==> src/rtl/itl_pb_sched_if.sv <==
// Bundle of request/grant, source streaming and interleaver signals for the PB scheduler.
interface itl_pb_sched_if;
  logic [1:0] req;
  logic [1:0] req_pb_size0;
  logic [1:0] req_pb_size1;
  logic [1:0] gnt;
  logic [1:0] s0_din;
  logic [1:0] s1_din;
  logic       s0_vld;
  logic       s1_vld;
  logic       s0_rdy;
  logic       s1_rdy;
  logic [1:0] itl_din;
  logic       itl_din_vld;
  logic [1:0] itl_pb_size;
  logic       itl_dout_vld;
  logic [1:0] done;
  logic       err;
  logic       busy;

  // Environment side: PB framers plus the interleaver output strobe
  modport master (
    output req, req_pb_size0, req_pb_size1, s0_din, s1_din, s0_vld, s1_vld, itl_dout_vld,
    input  gnt, s0_rdy, s1_rdy, itl_din, itl_din_vld, itl_pb_size, done, err, busy
  );

  // Scheduler side
  modport slave (
    input  req, req_pb_size0, req_pb_size1, s0_din, s1_din, s0_vld, s1_vld, itl_dout_vld,
    output gnt, s0_rdy, s1_rdy, itl_din, itl_din_vld, itl_pb_size, done, err, busy
  );
endinterface

==> src/rtl/itl_pb_sched.sv <==
// Two-source round-robin PB scheduler in front of the turbo interleaver.
// One job at a time: grant, stream the winner's dibits, wait for the interleaver
// to emit the same number of beats, then hold off for a fixed gap.
module itl_pb_sched #(
  parameter int LEN0    = 64,
  parameter int LEN1    = 544,
  parameter int LEN2    = 2080,
  parameter int CNT_W   = 12,
  parameter int GAP_CYC = 2,
  parameter int TMO_CYC = 4096
) (
  input  logic          clk,
  input  logic          rst,
  itl_pb_sched_if.slave bus
);

  localparam int TMO_W = $clog2(TMO_CYC + 1);
  localparam int GAP_W = $clog2(GAP_CYC + 1);

  typedef enum logic [2:0] {IDLE, GRANT, LOAD, DRAIN, GAP} state_t;

  state_t             state;
  state_t             next_state;
  logic               rr_ptr;
  logic               sel;
  logic [CNT_W-1:0]   in_cnt;
  logic [CNT_W-1:0]   out_cnt;
  logic [CNT_W-1:0]   len_n;
  logic [TMO_W-1:0]   tmo_cnt;
  logic [GAP_W-1:0]   gap_cnt;

  logic               pick;
  logic [1:0]         size_g;
  logic [1:0]         din_g;
  logic               load_open;
  logic               xfer;
  logic [CNT_W-1:0]   out_next;
  logic               drain_done;
  logic               drain_tmo;

  function automatic logic [CNT_W-1:0] len_of(input logic [1:0] size);
    case (size)
      2'b00:   len_of = CNT_W'(LEN0);
      2'b01:   len_of = CNT_W'(LEN1);
      2'b10:   len_of = CNT_W'(LEN2);
      default: len_of = '0;
    endcase
  endfunction

  // Shared decode: arbitration winner, granted-source muxes and job-end conditions
  always_comb begin
    pick = 1'b0;
    if (bus.req == 2'b11) pick = rr_ptr;
    else if (bus.req[1])  pick = 1'b1;
    size_g     = sel ? bus.req_pb_size1 : bus.req_pb_size0;
    din_g      = sel ? bus.s1_din : bus.s0_din;
    load_open  = (state == LOAD) && (in_cnt < len_n);
    xfer       = load_open && (sel ? bus.s1_vld : bus.s0_vld);
    out_next   = out_cnt + {{(CNT_W-1){1'b0}}, bus.itl_dout_vld};
    drain_done = (state == DRAIN) && (out_next >= len_n);
    drain_tmo  = (state == DRAIN) && !bus.itl_dout_vld && (tmo_cnt == TMO_W'(TMO_CYC - 1));
  end

  // State register
  always_ff @(posedge clk) begin
    if (rst) state <= IDLE;
    else     state <= next_state;
  end

  // Next-state logic: IDLE -> GRANT -> LOAD -> DRAIN -> GAP -> IDLE, reserved size skips to GAP
  always_comb begin
    next_state = state;
    case (state)
      IDLE:    if (|bus.req) next_state = GRANT;
      GRANT:   next_state = (size_g == 2'b11) ? GAP : LOAD;
      LOAD:    if (xfer && (in_cnt == len_n - CNT_W'(1))) next_state = DRAIN;
      DRAIN:   if (drain_done || drain_tmo) next_state = GAP;
      GAP:     if (gap_cnt == GAP_W'(GAP_CYC - 1)) next_state = IDLE;
      default: next_state = IDLE;
    endcase
  end

  // Combinational outputs: ready only toward the granted source while beats remain
  always_comb begin
    bus.busy   = (state != IDLE);
    bus.s0_rdy = load_open && !sel;
    bus.s1_rdy = load_open && sel;
  end

  // Registered datapath: grant, job length, beat counters, interleaver feed and pulses
  always_ff @(posedge clk) begin
    if (rst) begin
      rr_ptr          <= 1'b0;
      sel             <= 1'b0;
      bus.gnt         <= 2'b00;
      bus.itl_din     <= 2'b00;
      bus.itl_din_vld <= 1'b0;
      bus.itl_pb_size <= 2'b00;
      bus.done        <= 2'b00;
      bus.err         <= 1'b0;
      in_cnt          <= '0;
      out_cnt         <= '0;
      len_n           <= '0;
      tmo_cnt         <= '0;
      gap_cnt         <= '0;
    end else begin
      bus.done        <= 2'b00;
      bus.err         <= 1'b0;
      bus.itl_din_vld <= 1'b0;
      tmo_cnt         <= '0;
      gap_cnt         <= '0;
      case (state)
        IDLE: begin
          if (|bus.req) begin
            sel     <= pick;
            rr_ptr  <= ~pick;
            bus.gnt <= pick ? 2'b10 : 2'b01;
          end
        end
        GRANT: begin
          bus.itl_pb_size <= size_g;
          len_n           <= len_of(size_g);
          in_cnt          <= '0;
          out_cnt         <= '0;
          if (size_g == 2'b11) begin
            bus.err <= 1'b1;
            bus.gnt <= 2'b00;
          end
        end
        LOAD: begin
          out_cnt <= out_next;
          if (xfer) begin
            in_cnt          <= in_cnt + CNT_W'(1);
            bus.itl_din     <= din_g;
            bus.itl_din_vld <= 1'b1;
          end
        end
        DRAIN: begin
          out_cnt <= out_next;
          tmo_cnt <= bus.itl_dout_vld ? '0 : tmo_cnt + TMO_W'(1);
          if (drain_done) begin
            bus.done <= bus.gnt;
            bus.gnt  <= 2'b00;
          end else if (drain_tmo) begin
            bus.err <= 1'b1;
            bus.gnt <= 2'b00;
          end
        end
        GAP: begin
          gap_cnt <= gap_cnt + GAP_W'(1);
        end
        default: begin
        end
      endcase
    end
  end

endmodule
==> src/flat_wrapper.sv <==
// flat-port wrapper written by rule: the top's interface ports become plain ports
module itl_pb_sched_flat 
#(
  parameter int LEN0    = 64,
  parameter int LEN1    = 544,
  parameter int LEN2    = 2080,
  parameter int CNT_W   = 12,
  parameter int GAP_CYC = 2,
  parameter int TMO_CYC = 4096
)
  (clk, rst, bus_req, bus_req_pb_size0, bus_req_pb_size1, bus_s0_din, bus_s1_din, bus_s0_vld, bus_s1_vld, bus_itl_dout_vld, bus_gnt, bus_s0_rdy, bus_s1_rdy, bus_itl_din, bus_itl_din_vld, bus_itl_pb_size, bus_done, bus_err, bus_busy);
  itl_pb_sched_if bus_i ();
  input  logic clk;
  input  logic rst;
  input wire logic [$bits(bus_i.req)-1:0] bus_req;
  input wire logic [$bits(bus_i.req_pb_size0)-1:0] bus_req_pb_size0;
  input wire logic [$bits(bus_i.req_pb_size1)-1:0] bus_req_pb_size1;
  input wire logic [$bits(bus_i.s0_din)-1:0] bus_s0_din;
  input wire logic [$bits(bus_i.s1_din)-1:0] bus_s1_din;
  input wire logic [$bits(bus_i.s0_vld)-1:0] bus_s0_vld;
  input wire logic [$bits(bus_i.s1_vld)-1:0] bus_s1_vld;
  input wire logic [$bits(bus_i.itl_dout_vld)-1:0] bus_itl_dout_vld;
  output wire logic [$bits(bus_i.gnt)-1:0] bus_gnt;
  output wire logic [$bits(bus_i.s0_rdy)-1:0] bus_s0_rdy;
  output wire logic [$bits(bus_i.s1_rdy)-1:0] bus_s1_rdy;
  output wire logic [$bits(bus_i.itl_din)-1:0] bus_itl_din;
  output wire logic [$bits(bus_i.itl_din_vld)-1:0] bus_itl_din_vld;
  output wire logic [$bits(bus_i.itl_pb_size)-1:0] bus_itl_pb_size;
  output wire logic [$bits(bus_i.done)-1:0] bus_done;
  output wire logic [$bits(bus_i.err)-1:0] bus_err;
  output wire logic [$bits(bus_i.busy)-1:0] bus_busy;
  assign bus_i.req = bus_req;
  assign bus_i.req_pb_size0 = bus_req_pb_size0;
  assign bus_i.req_pb_size1 = bus_req_pb_size1;
  assign bus_i.s0_din = bus_s0_din;
  assign bus_i.s1_din = bus_s1_din;
  assign bus_i.s0_vld = bus_s0_vld;
  assign bus_i.s1_vld = bus_s1_vld;
  assign bus_i.itl_dout_vld = bus_itl_dout_vld;
  assign bus_gnt = bus_i.gnt;
  assign bus_s0_rdy = bus_i.s0_rdy;
  assign bus_s1_rdy = bus_i.s1_rdy;
  assign bus_itl_din = bus_i.itl_din;
  assign bus_itl_din_vld = bus_i.itl_din_vld;
  assign bus_itl_pb_size = bus_i.itl_pb_size;
  assign bus_done = bus_i.done;
  assign bus_err = bus_i.err;
  assign bus_busy = bus_i.busy;
  itl_pb_sched #(.LEN0(LEN0), .LEN1(LEN1), .LEN2(LEN2), .CNT_W(CNT_W), .GAP_CYC(GAP_CYC), .TMO_CYC(TMO_CYC)) u_core (.clk(clk), .rst(rst), .bus(bus_i));
endmodule
==> config.mk <==
export PLATFORM = sky130hd
export DESIGN_NAME = itl_pb_sched_flat
export DESIGN_NICKNAME = d
export VERILOG_FILES = /design/src/rtl/itl_pb_sched_if.sv /design/src/rtl/itl_pb_sched.sv /design/src/flat_wrapper.sv
export SDC_FILE = /design/constraint.sdc
export NUM_CORES = 1
export LEC_CHECK = 0
export CAP_MARGIN = 25
export CORE_MARGIN = 2
export CORE_UTILIZATION = 44
export DETAILED_ROUTE_END_ITERATION = 10
export HOLD_SLACK_MARGIN = 0.03
export PLACE_DENSITY = 0.71
export SETUP_SLACK_MARGIN = 0.3
export SYNTH_ARGS = -nofsm -noshare
export SYNTH_HDL_FRONTEND = slang
export SYNTH_SLANG_ARGS = --single-unit
==> constraint.sdc <==
create_clock -name clk -period 2.8 [get_ports clk]
set_clock_uncertainty 0.1 [all_clocks]
set_input_delay 0.7 -clock clk [delete_from_list [all_inputs] [get_ports clk]]
set_output_delay 0.7 -clock clk [all_outputs]
set_load 0.03 [all_outputs]
==> out/results.ini, run 1 <==
[status]
status = complete, no violations

[critical_path]
critPathMaxFanout = 4
crit_chain = buf_8 > ha_4 > ha_4 > and3_4 > nand3_4 > xnor2_4 > ha_4 > a21oi_4 > o41ai_4 > o2111ai_4 > nand3_2 > o2bb2ai_2
required_ns = 2.93
endpoint_kind = flop
path_common_cell = ha_4
cp.buffers_inverters = 1
arrival_ns = 2.72
path_delay_family = compound AO/OA/AOI/OAI gates
path_class = in2reg
critical_path.max_stage_delay_ns = 0.28
slowest_stage = o2111ai_4
crit_path_start_kind = input pin

[clocking]
root_buffer = clkbuf_8
cts_made_buffers = 9
insertion_delay_ns = 0.35
cts_tree = done
hold_buffers = 0
cts_num_sinks = 58
clk_pin_slew_worst_paths_ns = 0.07
htreeDepth = 3
cts_buffer_depth = 2

[synth]
postSynthRegisterBits = 58
synth_xor_area_share_pct = 9.94
synth_top_family_by_area = simple AND/OR/NAND/NOR gates
synth_edf_count = 0
synthSimpleGateAreaFrac_pct = 26.7
synth.mux.area_fraction_pct = 2.64
syn_nets = 399
synthArstFlopShare_pct = 0
synth_compound_area_share_pct = 11.2
ys_seq_area_share_pct = 37.6
yosys.cell_types.count = 48
netlist_area_mm2 = 0.00308
netlist_instances = 364
syn_area_per_cell_um2 = 8.47
synth_fa_ha_area_share_pct = 8.11
yosysWarnings = 0
ys_dominant_reg_cell = dfxtp_1

[global_routing]
track_usage_pct = 20.6
antenna_found_initial = 0
grt-ovfl-total = 0
grt_start_max_net_pins = 18
grt_pass1_vias = 2782
grt_pass1_wl_mm = 12.5

[routing]
vias = 2815
routed_via_density = 5.40
drt_iter0_markers = 183
first_pass_iters = 4
routed_wl_mm = 7.63
ant_nets = 0
wl_per_cell_um = 14.6
drc = 0

[worst_hold_path]
hold_path_class = reg2reg

[floorplan]
die_h_um = 87.7
rows = 30
die-area_mm2 = 0.00770
start_util_pct = 45.4
die_x_um = 87.7
ioPinCount = 28
core_area_mm2 = 0.00679

[sta]
slew_violations = 0
rsz0062_at_grt = yes
finalHoldViolCount = 0
period_share_pct = 92.5
max_freq_ghz = 0.386
min_period_ns = 2.59
max-slew-margin-rel_pct = 54.1
tightest_slew_ns = 0.689
finalSetupViolCount = 0

[placed_design]
gp_congestion = 0.906
port_buffers = 27
dp_cells = 493
place_hpwl_mm = 5.09

[final_layout]
post-route-util_pct = 61.8
drive_above_1_share_pct = 25.2
final_common_cell = nor2_1
mostFrequentLayoutCells = nor2_1 (53), dfxtp_1 (47), buf_4 (33), nand2_1 (23), clkdlybuf4s50_1 (23)
nNetsFinal = 455
fin_cells = 521
area_delta_synth_final_pct = 36.1
diodes = 0

[power]
clkPwrFrac_pct = 30.3
vdd_drop_max_mv = 0.410
p_sw_mw = 0.907
internal_power_mw = 1.68
combPwrFrac_pct = 33.3
p_seq_share_pct = 36.4
power_density_mw_per_mm2 = 616
swShare_pct = 35.1
leakagePower_nw = 1.54

[run]
maxCapViolations = 0

power groups by stage:
stage               sequential, mW  combinational (mW)  clock, mW
finish                       0.942               0.860      0.783
global route                 0.950               0.934      0.821
CTS                          0.942               0.803      0.789
detailed placement           0.956               0.731          0
global placement             0.956               0.714          0
floorplan                    0.968               0.499          0
through the flow:
stage	hold slack, ns	setup WS, ns	TNS (ns)	area, um2	power, mW
2_1_floorplan	0.299	0.0710	0	3160	1.47
3_3_place_gp	0.308	-0.622	-4.47	3620	1.67
3_5_place_dp	0.316	-0.673	-5.03	3620	1.69
4_1_cts	0.326	0.215	0	3980	2.53
5_1_grt	0.363	0.140	0	4200	2.71
6_report	0.322	0.210	0	4200	2.59
kinds of logic after synthesis:
logic type / Yosys count
buf+inv: 27
compound gates: 55
simple gates: 161
fa+ha+maj: 20
mux: 8
flops: 58
xor+xnor: 35
worst paths after layout:
check / from / end / cells after the start / slack, ns
worst max-delay path: bus_itl_dout_vld / u_core.state[2] / 12 / 0.21
worst min-delay path: u_core.gap_cnt[0] / u_core.gap_cnt[0] / 1 / 0.32
worst max register to register: u_core.out_cnt[0] / u_core.state[2] / 11 / 0.26
worst min register to register: u_core.gap_cnt[0] / u_core.gap_cnt[0] / 1 / 0.32
final cells by class:
type / instances / area (um2)
Clock buffer: 11 / 141
Fill cell: 530 / 2600
Timing Repair Buffer: 60 / 524
Sequential cell: 58 / 1180
Multi-Input combinational cell: 279 / 2130
Inverter: 12 / 50.0
Tap cell: 96 / 120
Clock inverter: 5 / 53.8
state kept, by name, indices dropped and copies added (netlist names):
signal	cells
u_core.state	3
u_core.tmo_cnt	13
u_core.bus.err	1
u_core.bus.gnt	2
u_core.len_n	4
u_core.bus.itl_din	2
u_core.bus.done	2
u_core.out_cnt	12
u_core.bus.itl_pb_size	2
u_core.sel	1
u_core.in_cnt	12
u_core.gap_cnt	2
u_core.bus.itl_din_vld	1
u_core.rr_ptr	1
per-layer routing:
layer	GRT usage [%]	routed length (um)	share of wire (%)
met5	0	0	0
met4	8.81	222	2.9
met3	5.18	390	5.1
met2	34.6	3690	48
met1	25.0	3320	44
synth_stat cells, types with 5 or more instances:
cell type	count	area share, %
nand2b_1	7	1.4
nand4_1	6	1.2
or3_1	8	1.6
inv_1	12	1.5
mux2i_1	7	2.3
xor2_1	16	4.5
xnor2_1	19	5.4
clkbuf_1	9	1.1
a211oi_1	5	1.2
ha_1	20	8.1
dfxtp_1	58	38
o21ai_0	9	1.5
nand2_1	24	2.9
a21oi_1	22	3.6
nand3_1	22	3.6
nor3_1	9	1.5
nor2_1	53	6.5
and3_1	13	2.6
timing repair:
| item | CTS | global route |
|---|---|---|
| buffers inserted | 5 | 7 |
| resized for setup | 33 | 33 |
| endpoints found under the setup margin | 11 | 13 |
| pin swaps | 15 | 12 |
Note: power is estimated with default switching activity, not from simulation.
==> inputs of run 2 (changes only) <==
--- a/config.mk
+++ b/config.mk
@@ -5,6 +5,7 @@
 export SDC_FILE = /design/constraint.sdc
 export NUM_CORES = 1
 export LEC_CHECK = 0
+export ABC_AREA = 1
 export CAP_MARGIN = 25
 export CORE_MARGIN = 2
 export CORE_UTILIZATION = 44
==> out/results.ini, run 2 <==
[worst_hold_path]
hold_depth = 1
hold_path_end = u_core.gap_cnt[0]
worstHoldStart = u_core.gap_cnt[0]
hold_path_class = reg2reg

[run]
maxCapViolations = 0

[sta]
rsz0062_at_grt = yes
period_share_pct = 88.4
min_period_ns = 2.47
max-slew-margin-rel_pct = 65.7
slew_violations = 0
max_freq_ghz = 0.404
finalSetupViolCount = 0
finalHoldViolCount = 0
finalWorstSetupSlack_ns = 0.325
fin_tns_setup_ns = 0
tightest_slew_ns = 0.510

[critical_path]
r2r_slack_ns = 0.47
crit_path_start_kind = flop
endpoint_kind = output port
critPathMaxFanout = 3
arrival_ns = 1.67
r2r-start = u_core.out_cnt[3]
regToRegEndpoint = u_core.bus.gnt[0]
reg2reg_depth = 13
required_ns = 2.00
path_class = reg2out

[synth]
yosysTopAreaCell = dfxtp_1
synthSimpleGateAreaFrac_pct = 31.8
yosys.cell_types.count = 37
synthTopCellsByCount = nand2_1 (101), inv_1 (64), dfxtp_1 (58)
synth_fa_ha_area_share_pct = 7.80
synth_edf_count = 0
synth_area_leaders = dfxtp_1 (36%), nand2_1 (12%), ha_1 (7.8%), inv_1 (7.5%), nor2_1 (6.7%)
synth_compound_area_share_pct = 13.1
syn_area_per_cell_um2 = 6.92
postSynthRegisterBits = 58
ys_seq_area_share_pct = 36.2
synth_top_family_by_area = simple AND/OR/NAND/NOR gates
yosysMostFrequentCell = nand2_1
syn_nets = 499
synth_xor_area_share_pct = 1.91
ys_dominant_reg_cell = dfxtp_1
netlist_instances = 464
synth.mux.area_fraction_pct = 0
synthArstFlopShare_pct = 0
yosysWarnings = 0
netlist_area_mm2 = 0.00321
synth_top_area_share_pct = 36.2

[global_routing]
grt_pass1_wl_mm = 12.2
grt-ovfl-total = 0
track_usage_pct = 19.7
grt_pass1_vias = 2764
antenna_found_initial = 0
grt_start_max_net_pins = 15

[floorplan]
core_area_mm2 = 0.00718
start_util_pct = 44.7
die-area_mm2 = 0.00799
rows = 31
ioPinCount = 28
die_x_um = 89.4
die_h_um = 89.4

[routing]
met2_length_mm = 3.29
drt_iter0_markers = 132
wl_per_cell_um = 11.7
routed_via_density = 4.92
wl_met1_mm = 3.51
drc = 0
routed_wl_mm = 7.21
ant_nets = 0
highest_layer = met4
vias = 3031
first_pass_iters = 4
routed-wl-met3_um = 266

[placed_design]
pre_cts_slack_ns = -0.426
dp_cells = 599
port_buffers = 27
place_hpwl_mm = 5.34
gp_congestion = 0.875
post_dp_cell_area_mm2 = 0.00372

[final_layout]
fillerInstances = 657
nNetsFinal = 547
area_delta_synth_final_pct = 26.3
largest_register_ffs = 13
largest-register = u_core.tmo_cnt
reg_top3 = u_core.tmo_cnt (13), u_core.in_cnt (12), u_core.out_cnt (12)
final_common_cell = nand2_1
mostFrequentLayoutCells = nand2_1 (98), inv_1 (61), nor2_1 (53), dfxtp_1 (52), a21oi_1 (37)
fin_area_mm2 = 0.00405
fin_cells = 616
drive_above_1_share_pct = 17.4
diodes = 0

[power]
power_density_mw_per_mm2 = 729
leakagePower_nw = 1.68
vdd_drop_max_mv = 0.602

[clocking]
clk_pin_slew_worst_paths_ns = 0.07
cts_buffer_depth = 2
htreeDepth = 3
insertion_delay_ns = 0.35
cts_made_buffers = 9
cts_num_sinks = 58
root_buffer = clkbuf_8
cts_tree = done

[status]
status = complete, no violations

## run 2: worst max-delay path by stage
stage | start | to | slack [ns] | depth (start not counted)
global route | u_core.len_n[11] | bus_s1_rdy | 0.23 | 7
floorplan | bus_itl_dout_vld | u_core.state[2] | 0.31 | 15
CTS | u_core.in_cnt[9] | bus_s0_rdy | 0.31 | 7
detailed placement | bus_itl_dout_vld | u_core.bus.gnt[1] | -0.43 | 15
global placement | bus_itl_dout_vld | u_core.state[2] | -0.34 | 16
finish | u_core.len_n[11] | bus_s0_rdy | 0.33 | 7
## run 2: routing by layer
metal / track usage (%) / vias to the layer above
li1: - / 1599
met1: 25.2 / 1368
met2: 31.8 / 51
met3: 4.71 / 13
met4: 8.41 / 0
met5: 0 / -
## run 2: where the power goes
| group | internal (mW) | switching [mW] |
|---|---|---|
| clock network | 0.550 | 0.344 |
| registers | 0.915 | 0.0699 |
| logic | 0.404 | 0.673 |
## run 2: metrics by stage
stage | utilization [%] | hold WS, ns | power (mW)
after floorplan | - | 0.298 | 1.72
after global placement | 51.9 | 0.307 | 2.02
after detailed placement | 51.9 | 0.317 | 2.04
after CTS | 55.4 | 0.327 | 2.94
after global routing | 56.5 | 0.354 | 3.15
final | 56.5 | 0.325 | 2.96
## run 2: timing repair
action                                  in CTS  in global routing
setup buffers                                0                  1
endpoints found under the setup margin      11                 10
resized for setup                           18                 22
pin swaps                                    9                 11
hold buffers                                 0                  0
## run 2: kinds of logic (layout without fill, tap and decap cells)
kind of cell | Yosys count | in the layout
AO/OA/AOI/OAI | 77 | 77
buffers and inverters | 78 | 131
flip-flops | 58 | 58
XOR/XNOR | 7 | 7
AND/OR/NAND/NOR | 224 | 224
adder cells (fa/ha/maj) | 20 | 20
## run 2: worst max-delay path, cell delays in order (launching register included)
cell and delay, ns:
dfxtp_2 0.34, inv_2 0.06, ha_4 0.24, a21o_1 0.18
nor2_2 0.16, nand3_2 0.09, nor2_1 0.10, buf_4 0.17
## run 2: final cells by class
type | count | area, um2 | area share (%)
clock buffer | 12 | 155 | 3.83
tap | 99 | 124 | 3.06
multi-input combinational | 328 | 1860 | 46.0
inverter | 70 | 265 | 6.54
timing repair buffer | 45 | 404 | 9.97
sequential | 58 | 1170 | 28.8
clock inverter | 4 | 73.8 | 1.82
==> inputs of run 3 (changes only) <==
--- a/config.mk
+++ b/config.mk
@@ -6,7 +6,6 @@
 export NUM_CORES = 1
 export LEC_CHECK = 0
 export ABC_AREA = 1
-export CAP_MARGIN = 25
 export CORE_MARGIN = 2
 export CORE_UTILIZATION = 44
 export DETAILED_ROUTE_END_ITERATION = 10
==> results of run 3 <==
The final DEF is identical to that of run 2; final timing and power are the same.
